[config.mk]
export PLATFORM = sky130hd
export DESIGN_NAME = router_reg
export DESIGN_NICKNAME = d
export VERILOG_FILES = /design/src/rtl/router_pkg.sv /design/src/rtl/router_parity_chk.sv /design/src/rtl/router_reg.sv
export SDC_FILE = /design/constraint.sdc
export NUM_CORES = 1
export LEC_CHECK = 0
export CORE_MARGIN = 1
export CORE_UTILIZATION = 35
export CTS_CLUSTER_SIZE = 12
export DETAILED_ROUTE_END_ITERATION = 8
export SETUP_SLACK_MARGIN = 0.02
export SYNTH_ARGS = -nofsm -noshare
export SYNTH_HDL_FRONTEND = slang
export SYNTH_HIERARCHICAL = 1
export SYNTH_SLANG_ARGS = --single-unit
[constraint.sdc]
create_clock -name clk -period 1.05 [get_ports clk]
set_clock_uncertainty 0.15 [all_clocks]
set_input_delay 0.105 -clock clk [delete_from_list [all_inputs] [get_ports clk]]
set_output_delay 0.105 -clock clk [all_outputs]
set_load 0.02 [all_outputs]
[src/rtl/router_pkg.sv]
// Shared constants and FSM state encoding for the 1x3 router datapath and controller.
package router_pkg;

  localparam int DATA_WIDTH_DEF = 8;
  localparam int ADDR_WIDTH_DEF = 2;

  // Header layout: payload length in the upper bits, destination in the lower bits.
  localparam int HDR_LEN_MSB  = 7;
  localparam int HDR_LEN_LSB  = 2;
  localparam int HDR_ADDR_MSB = 1;
  localparam int HDR_ADDR_LSB = 0;

  localparam logic [1:0] INVALID_ADDR = 2'b11;

  typedef enum logic [2:0] {
    DECODE_ADDRESS     = 3'd0,
    LOAD_FIRST_DATA    = 3'd1,
    LOAD_DATA          = 3'd2,
    LOAD_PARITY        = 3'd3,
    FIFO_FULL_STATE    = 3'd4,
    LOAD_AFTER_FULL    = 3'd5,
    WAIT_TILL_EMPTY    = 3'd6,
    CHECK_PARITY_ERROR = 3'd7
  } router_state_e;

endpackage

[src/rtl/router_parity_chk.sv]
// Running XOR parity over header and payload, capture of the received parity byte,
// and the per-packet mismatch flag.
module router_parity_chk
  import router_pkg::*;
#(
  parameter int DATA_WIDTH = DATA_WIDTH_DEF
) (
  input  logic                  clk,
  input  logic                  resetn,
  input  logic [DATA_WIDTH-1:0] data_in,
  input  logic [DATA_WIDTH-1:0] header_byte,
  input  logic [DATA_WIDTH-1:0] hold_byte,
  input  logic                  pkt_valid,
  input  logic                  fifo_full,
  input  logic                  detect_add,
  input  logic                  lfd_state,
  input  logic                  ld_state,
  input  logic                  laf_state,
  input  logic                  full_state,
  input  logic                  low_pkt_valid,
  output logic                  parity_done,
  output logic                  err
);

  logic [DATA_WIDTH-1:0] int_parity_q, int_parity_d;
  logic [DATA_WIDTH-1:0] pkt_parity_q, pkt_parity_d;
  logic                  parity_done_q, parity_done_d;
  logic                  parity_done_dly_q, parity_done_dly_d;
  logic                  err_q, err_d;
  logic                  cap_direct_s, cap_held_s;

  function automatic logic [DATA_WIDTH-1:0] parity_accum(input logic [DATA_WIDTH-1:0] acc,
                                                         input logic [DATA_WIDTH-1:0] b);
    return acc ^ b;
  endfunction

  // Next-state for parity accumulator, parity capture, done flag and error flag.
  always_comb begin
    int_parity_d      = int_parity_q;
    pkt_parity_d      = pkt_parity_q;
    parity_done_d     = parity_done_q;
    parity_done_dly_d = parity_done_q;
    err_d             = err_q;

    // Parity byte arrives either straight from the source or, after a full stall, from hold_byte.
    cap_direct_s = ld_state && !pkt_valid && !fifo_full;
    cap_held_s   = laf_state && low_pkt_valid && !parity_done_q;

    if (detect_add) begin
      int_parity_d = '0;
    end else if (lfd_state) begin
      int_parity_d = parity_accum(int_parity_q, header_byte);
    end else if (ld_state && pkt_valid && !full_state) begin
      int_parity_d = parity_accum(int_parity_q, data_in);
    end else begin
      int_parity_d = int_parity_q;
    end

    if (cap_direct_s) begin
      pkt_parity_d = data_in;
    end else if (cap_held_s) begin
      pkt_parity_d = hold_byte;
    end else begin
      pkt_parity_d = pkt_parity_q;
    end

    if (detect_add) begin
      parity_done_d = 1'b0;
    end else if (cap_direct_s || cap_held_s) begin
      parity_done_d = 1'b1;
    end else begin
      parity_done_d = parity_done_q;
    end

    // Compare one cycle after capture so pkt_parity is already registered.
    if (detect_add) begin
      err_d = 1'b0;
    end else if (parity_done_q && !parity_done_dly_q) begin
      err_d = (int_parity_q != pkt_parity_q);
    end else begin
      err_d = err_q;
    end
  end

  // Parity state registers.
  always_ff @(posedge clk or negedge resetn) begin
    if (!resetn) begin
      int_parity_q      <= '0;
      pkt_parity_q      <= '0;
      parity_done_q     <= 1'b0;
      parity_done_dly_q <= 1'b0;
      err_q             <= 1'b0;
    end else begin
      int_parity_q      <= int_parity_d;
      pkt_parity_q      <= pkt_parity_d;
      parity_done_q     <= parity_done_d;
      parity_done_dly_q <= parity_done_dly_d;
      err_q             <= err_d;
    end
  end

  assign parity_done = parity_done_q;
  assign err         = err_q;

endmodule

[src/rtl/router_reg.sv]
// Router datapath register stage: header latch, byte forwarding to the FIFO write port,
// stall holding when the FIFO is full, and parity checking.
module router_reg
  import router_pkg::*;
#(
  parameter int DATA_WIDTH = DATA_WIDTH_DEF,
  parameter int ADDR_WIDTH = ADDR_WIDTH_DEF
) (
  input  logic                  clk,
  input  logic                  resetn,
  input  logic                  pkt_valid,
  input  logic [DATA_WIDTH-1:0] data_in,
  input  logic                  fifo_full,
  input  logic                  detect_add,
  input  logic                  lfd_state,
  input  logic                  ld_state,
  input  logic                  laf_state,
  input  logic                  full_state,
  input  logic                  rst_int_reg,
  output logic [DATA_WIDTH-1:0] dout,
  output logic                  parity_done,
  output logic                  low_pkt_valid,
  output logic                  err
);

  logic [DATA_WIDTH-1:0] header_q, header_d;
  logic [DATA_WIDTH-1:0] hold_q, hold_d;
  logic [DATA_WIDTH-1:0] dout_q, dout_d;
  logic                  low_pkt_valid_q, low_pkt_valid_d;
  logic                  addr_ok_s;

  // Next-state for header latch, stall buffer, forwarded byte and low_pkt_valid.
  always_comb begin
    header_d        = header_q;
    hold_d          = hold_q;
    dout_d          = dout_q;
    low_pkt_valid_d = low_pkt_valid_q;

    addr_ok_s = (data_in[HDR_ADDR_LSB +: ADDR_WIDTH] != ADDR_WIDTH'(INVALID_ADDR));

    if (detect_add && pkt_valid && addr_ok_s) begin
      header_d = data_in;
    end else begin
      header_d = header_q;
    end

    // When the FIFO is full the byte is parked in hold_byte and replayed in LOAD_AFTER_FULL.
    if (lfd_state) begin
      dout_d = header_q;
    end else if (ld_state && !fifo_full) begin
      dout_d = data_in;
    end else if (ld_state) begin
      hold_d = data_in;
    end else if (laf_state) begin
      dout_d = hold_q;
    end else begin
      dout_d = dout_q;
    end

    if (rst_int_reg) begin
      low_pkt_valid_d = 1'b0;
    end else if (ld_state && !pkt_valid) begin
      low_pkt_valid_d = 1'b1;
    end else begin
      low_pkt_valid_d = low_pkt_valid_q;
    end
  end

  // Datapath registers.
  always_ff @(posedge clk or negedge resetn) begin
    if (!resetn) begin
      header_q        <= '0;
      hold_q          <= '0;
      dout_q          <= '0;
      low_pkt_valid_q <= 1'b0;
    end else begin
      header_q        <= header_d;
      hold_q          <= hold_d;
      dout_q          <= dout_d;
      low_pkt_valid_q <= low_pkt_valid_d;
    end
  end

  router_parity_chk #(
    .DATA_WIDTH (DATA_WIDTH)
  ) u_parity_chk (
    .clk           (clk),
    .resetn        (resetn),
    .data_in       (data_in),
    .header_byte   (header_q),
    .hold_byte     (hold_q),
    .pkt_valid     (pkt_valid),
    .fifo_full     (fifo_full),
    .detect_add    (detect_add),
    .lfd_state     (lfd_state),
    .ld_state      (ld_state),
    .laf_state     (laf_state),
    .full_state    (full_state),
    .low_pkt_valid (low_pkt_valid_q),
    .parity_done   (parity_done),
    .err           (err)
  );

  assign dout          = dout_q;
  assign low_pkt_valid = low_pkt_valid_q;

endmodule
==> reports/qor.yml <==
cts_tree: "built"
place_inst: 319
r2r_cells: 4
fin_crit_ns: 1.32
numCtsBuffers: 5
initial_utilization_pct: 36.5
path_clk_slew_ns: 0.09
final_cell_area_um2: 3080
synthArstFlopShare_pct: 100
cpLargestDelayFamily: "flip-flops"
setup_viol: 35
worst_pin_slew_ns: 0.310
placed_area_um2: 2800
power.leakage_nw: 1.45
path_cells: "nand3b_1 > buf_6 > mux2i_1 > o21ai_1"
violations: "setup timing"
worstPathRequired_ns: 1.10
drt-pass1-iter-count: 4
wire_per_inst_um: 15.2
via_count: 1618
synth_nets: 205
pin_count: 29
max_slew_margin_pct: 79.3
status: "finished with violations"
dieArea_um2: 6570
seq_area_frac_synth_pct: 50.3
drc_errors: 0
htree_levels: 2
io_buffer_count: 28
drive_gt1_share_pct: 35.5
path_class: "reg2reg"
fin_ws_ns: -0.267
hold-path-cell-count: 4
grt_pass1_vias: 1613
synthCells: 187
worstHoldPathType: "in2reg"
ys.flop_type: "dfrtp_1"
final_common_cell: "dfrtp_1"
synth_cell_types: 31
startpoint_type: "flip-flop"
grt_remaining_overflow: 0
fin_tns_setup_ns: -3.66
cts_root_buffer: "clkbuf_8"
slowest_delay_ns: 0.42
fp.dieW_um: 81.1
ant_nets: 0
rsz0062_at_grt: "true"
finalHoldViolCount: 0
synth_area_um2: 2190
clk_path_buf_depth: 2
synth_area_per_cell_um2: 11.7
crit_cells: 4
ys_ff_latch: 44
critPathCaptureType: "flip-flop"
crit_start: "u_parity_chk/parity_done"
rows: 28
total_power_mw: 5.04
cap_viol_max_count: 0
yosysWarnings: 6
num_antenna_cells: 0
r2r-start: "u_parity_chk/parity_done"
die_y_um: 81.1
dpl.hpwl_mm: 3.46
pre_cts_ws_ns: -0.731
synth_edf_count: 0
slew_violations: 0
grt_pass1_wl_mm: 8.38
vdd_ir_drop_max_mv: 0.871
core_um2: 5990
critPathBufInv: 1
power_density_nw_per_um2: 1640
fmax_mhz: 759
numClockSinks: 44
mostFrequentLayoutCells: "43 x dfrtp_1, 31 x buf_4, 19 x buf_6"
place.gp.congestion: 0.752
fin_cells: 334
grt_max_degree: 45
post-route-util_pct: 51.4
crit_fanout: 5
via_per_inst: 4.84
cp_data_arrival_time_ns: 1.36
fin_crit_sh_pct: 125
syn2layout_area_growth_pct: 40.8
antenna_found_initial: 0
dr.first_iter.drc_count: 70
holdWs_ns: 0.0647
hp-start: "ld_state"
finalWirelength_mm: 5.09
nets: 276
slowest_stage: "dfrtp_2"
insertion_delay_ns: 0.30
grt_use_total_pct: 17.6
metal layers:
layer / share of wire, % / vias up / track usage [%]
li1: - / 802 / -
met1: 49 / 779 / 24.3
met2: 46 / 31 / 27.2
met3: 3.9 / 6 / 3.71
met4: 1.3 / 0 / 6.43
met5: 0 / - / 0
final timing paths:
| path | to | slack, ns |
|---|---|---|
| min in group asynchronous | dout[1] | 0.15 |
| hold / removal | low_pkt_valid | 0.06 |
| setup reg to reg | u_parity_chk/pkt_parity_q[1] | -0.27 |
| setup / recovery | u_parity_chk/pkt_parity_q[1] | -0.27 |
| max in group asynchronous | u_parity_chk/parity_done | 0.38 |
| hold reg to reg | header_q[2] | 0.37 |
area by class of cell:
cell class / instances / area, µm²
tap: 75 / 93.8
clock inverter: 1 / 30.0
inverter: 1 / 3.75
clock buffer: 7 / 96.3
timing repair buffer: 71 / 658
sequential: 44 / 1100
multi-input combinational: 135 / 1090
fill: 540 / 2910
report_power, final:
| group | leakage [nW] | switching (mW) | total, mW | internal (mW) |
|---|---|---|---|---|
| sequential | 0.541 | 0.230 | 2.23 | 2.00 |
| combinational | 0.846 | 0.576 | 1.36 | 0.788 |
| clock | 0.0645 | 0.610 | 1.45 | 0.840 |
sequential cells by signal, summed over array words and instances, names as in the netlist:
signal	count
dout	8
header_q	8
hold_q	8
u_parity_chk/int_parity_q	8
u_parity_chk/pkt_parity_q	8
low_pkt_valid	1
u_parity_chk/err	1
u_parity_chk/parity_done	1
u_parity_chk/parity_done_dly_q	1
worst register-to-register path, cell delays in order (launching register included):
cell,delay [ns]
dfrtp_2,0.42
nand3b_1,0.23
buf_6,0.19
mux2i_1,0.16
o21ai_1,0.07
cell families after synthesis:
logic type	share of synthesized area (%)
flip-flops	50.3
buffers and inverters	2.97
XOR/XNOR	6.41
multiplexers	14.5
AO/OA/AOI/OAI	11.4
AND/OR/NAND/NOR	14.4
synthesized netlist by cell type, types with 3 or more instances:
cell type / number / area (µm²)
mux2_1: 14 / 158
a221o_1: 8 / 80.1
o21ai_0: 14 / 70.1
xnor2_1: 13 / 114
mux2i_1: 16 / 160
nor2_1: 12 / 45.0
xor2_1: 3 / 26.3
dfrtp_1: 44 / 1100
nand2b_1: 9 / 56.3
buf_6: 4 / 45.0
a21oi_1: 10 / 50.1
nand2_1: 17 / 63.8
repair_timing:
item | 4_1_cts | 5_1_grt
pin swaps | 5 | 4
endpoints found under the setup margin | 53 | 37
gates cloned | 0 | 0
resized for setup | 106 | 13
hold buffers | 1 | 0
endpoints found under the hold margin | 44 | 0
setup buffers | 4 | 2
No activity file was read; power rests on OpenSTA's default activity.
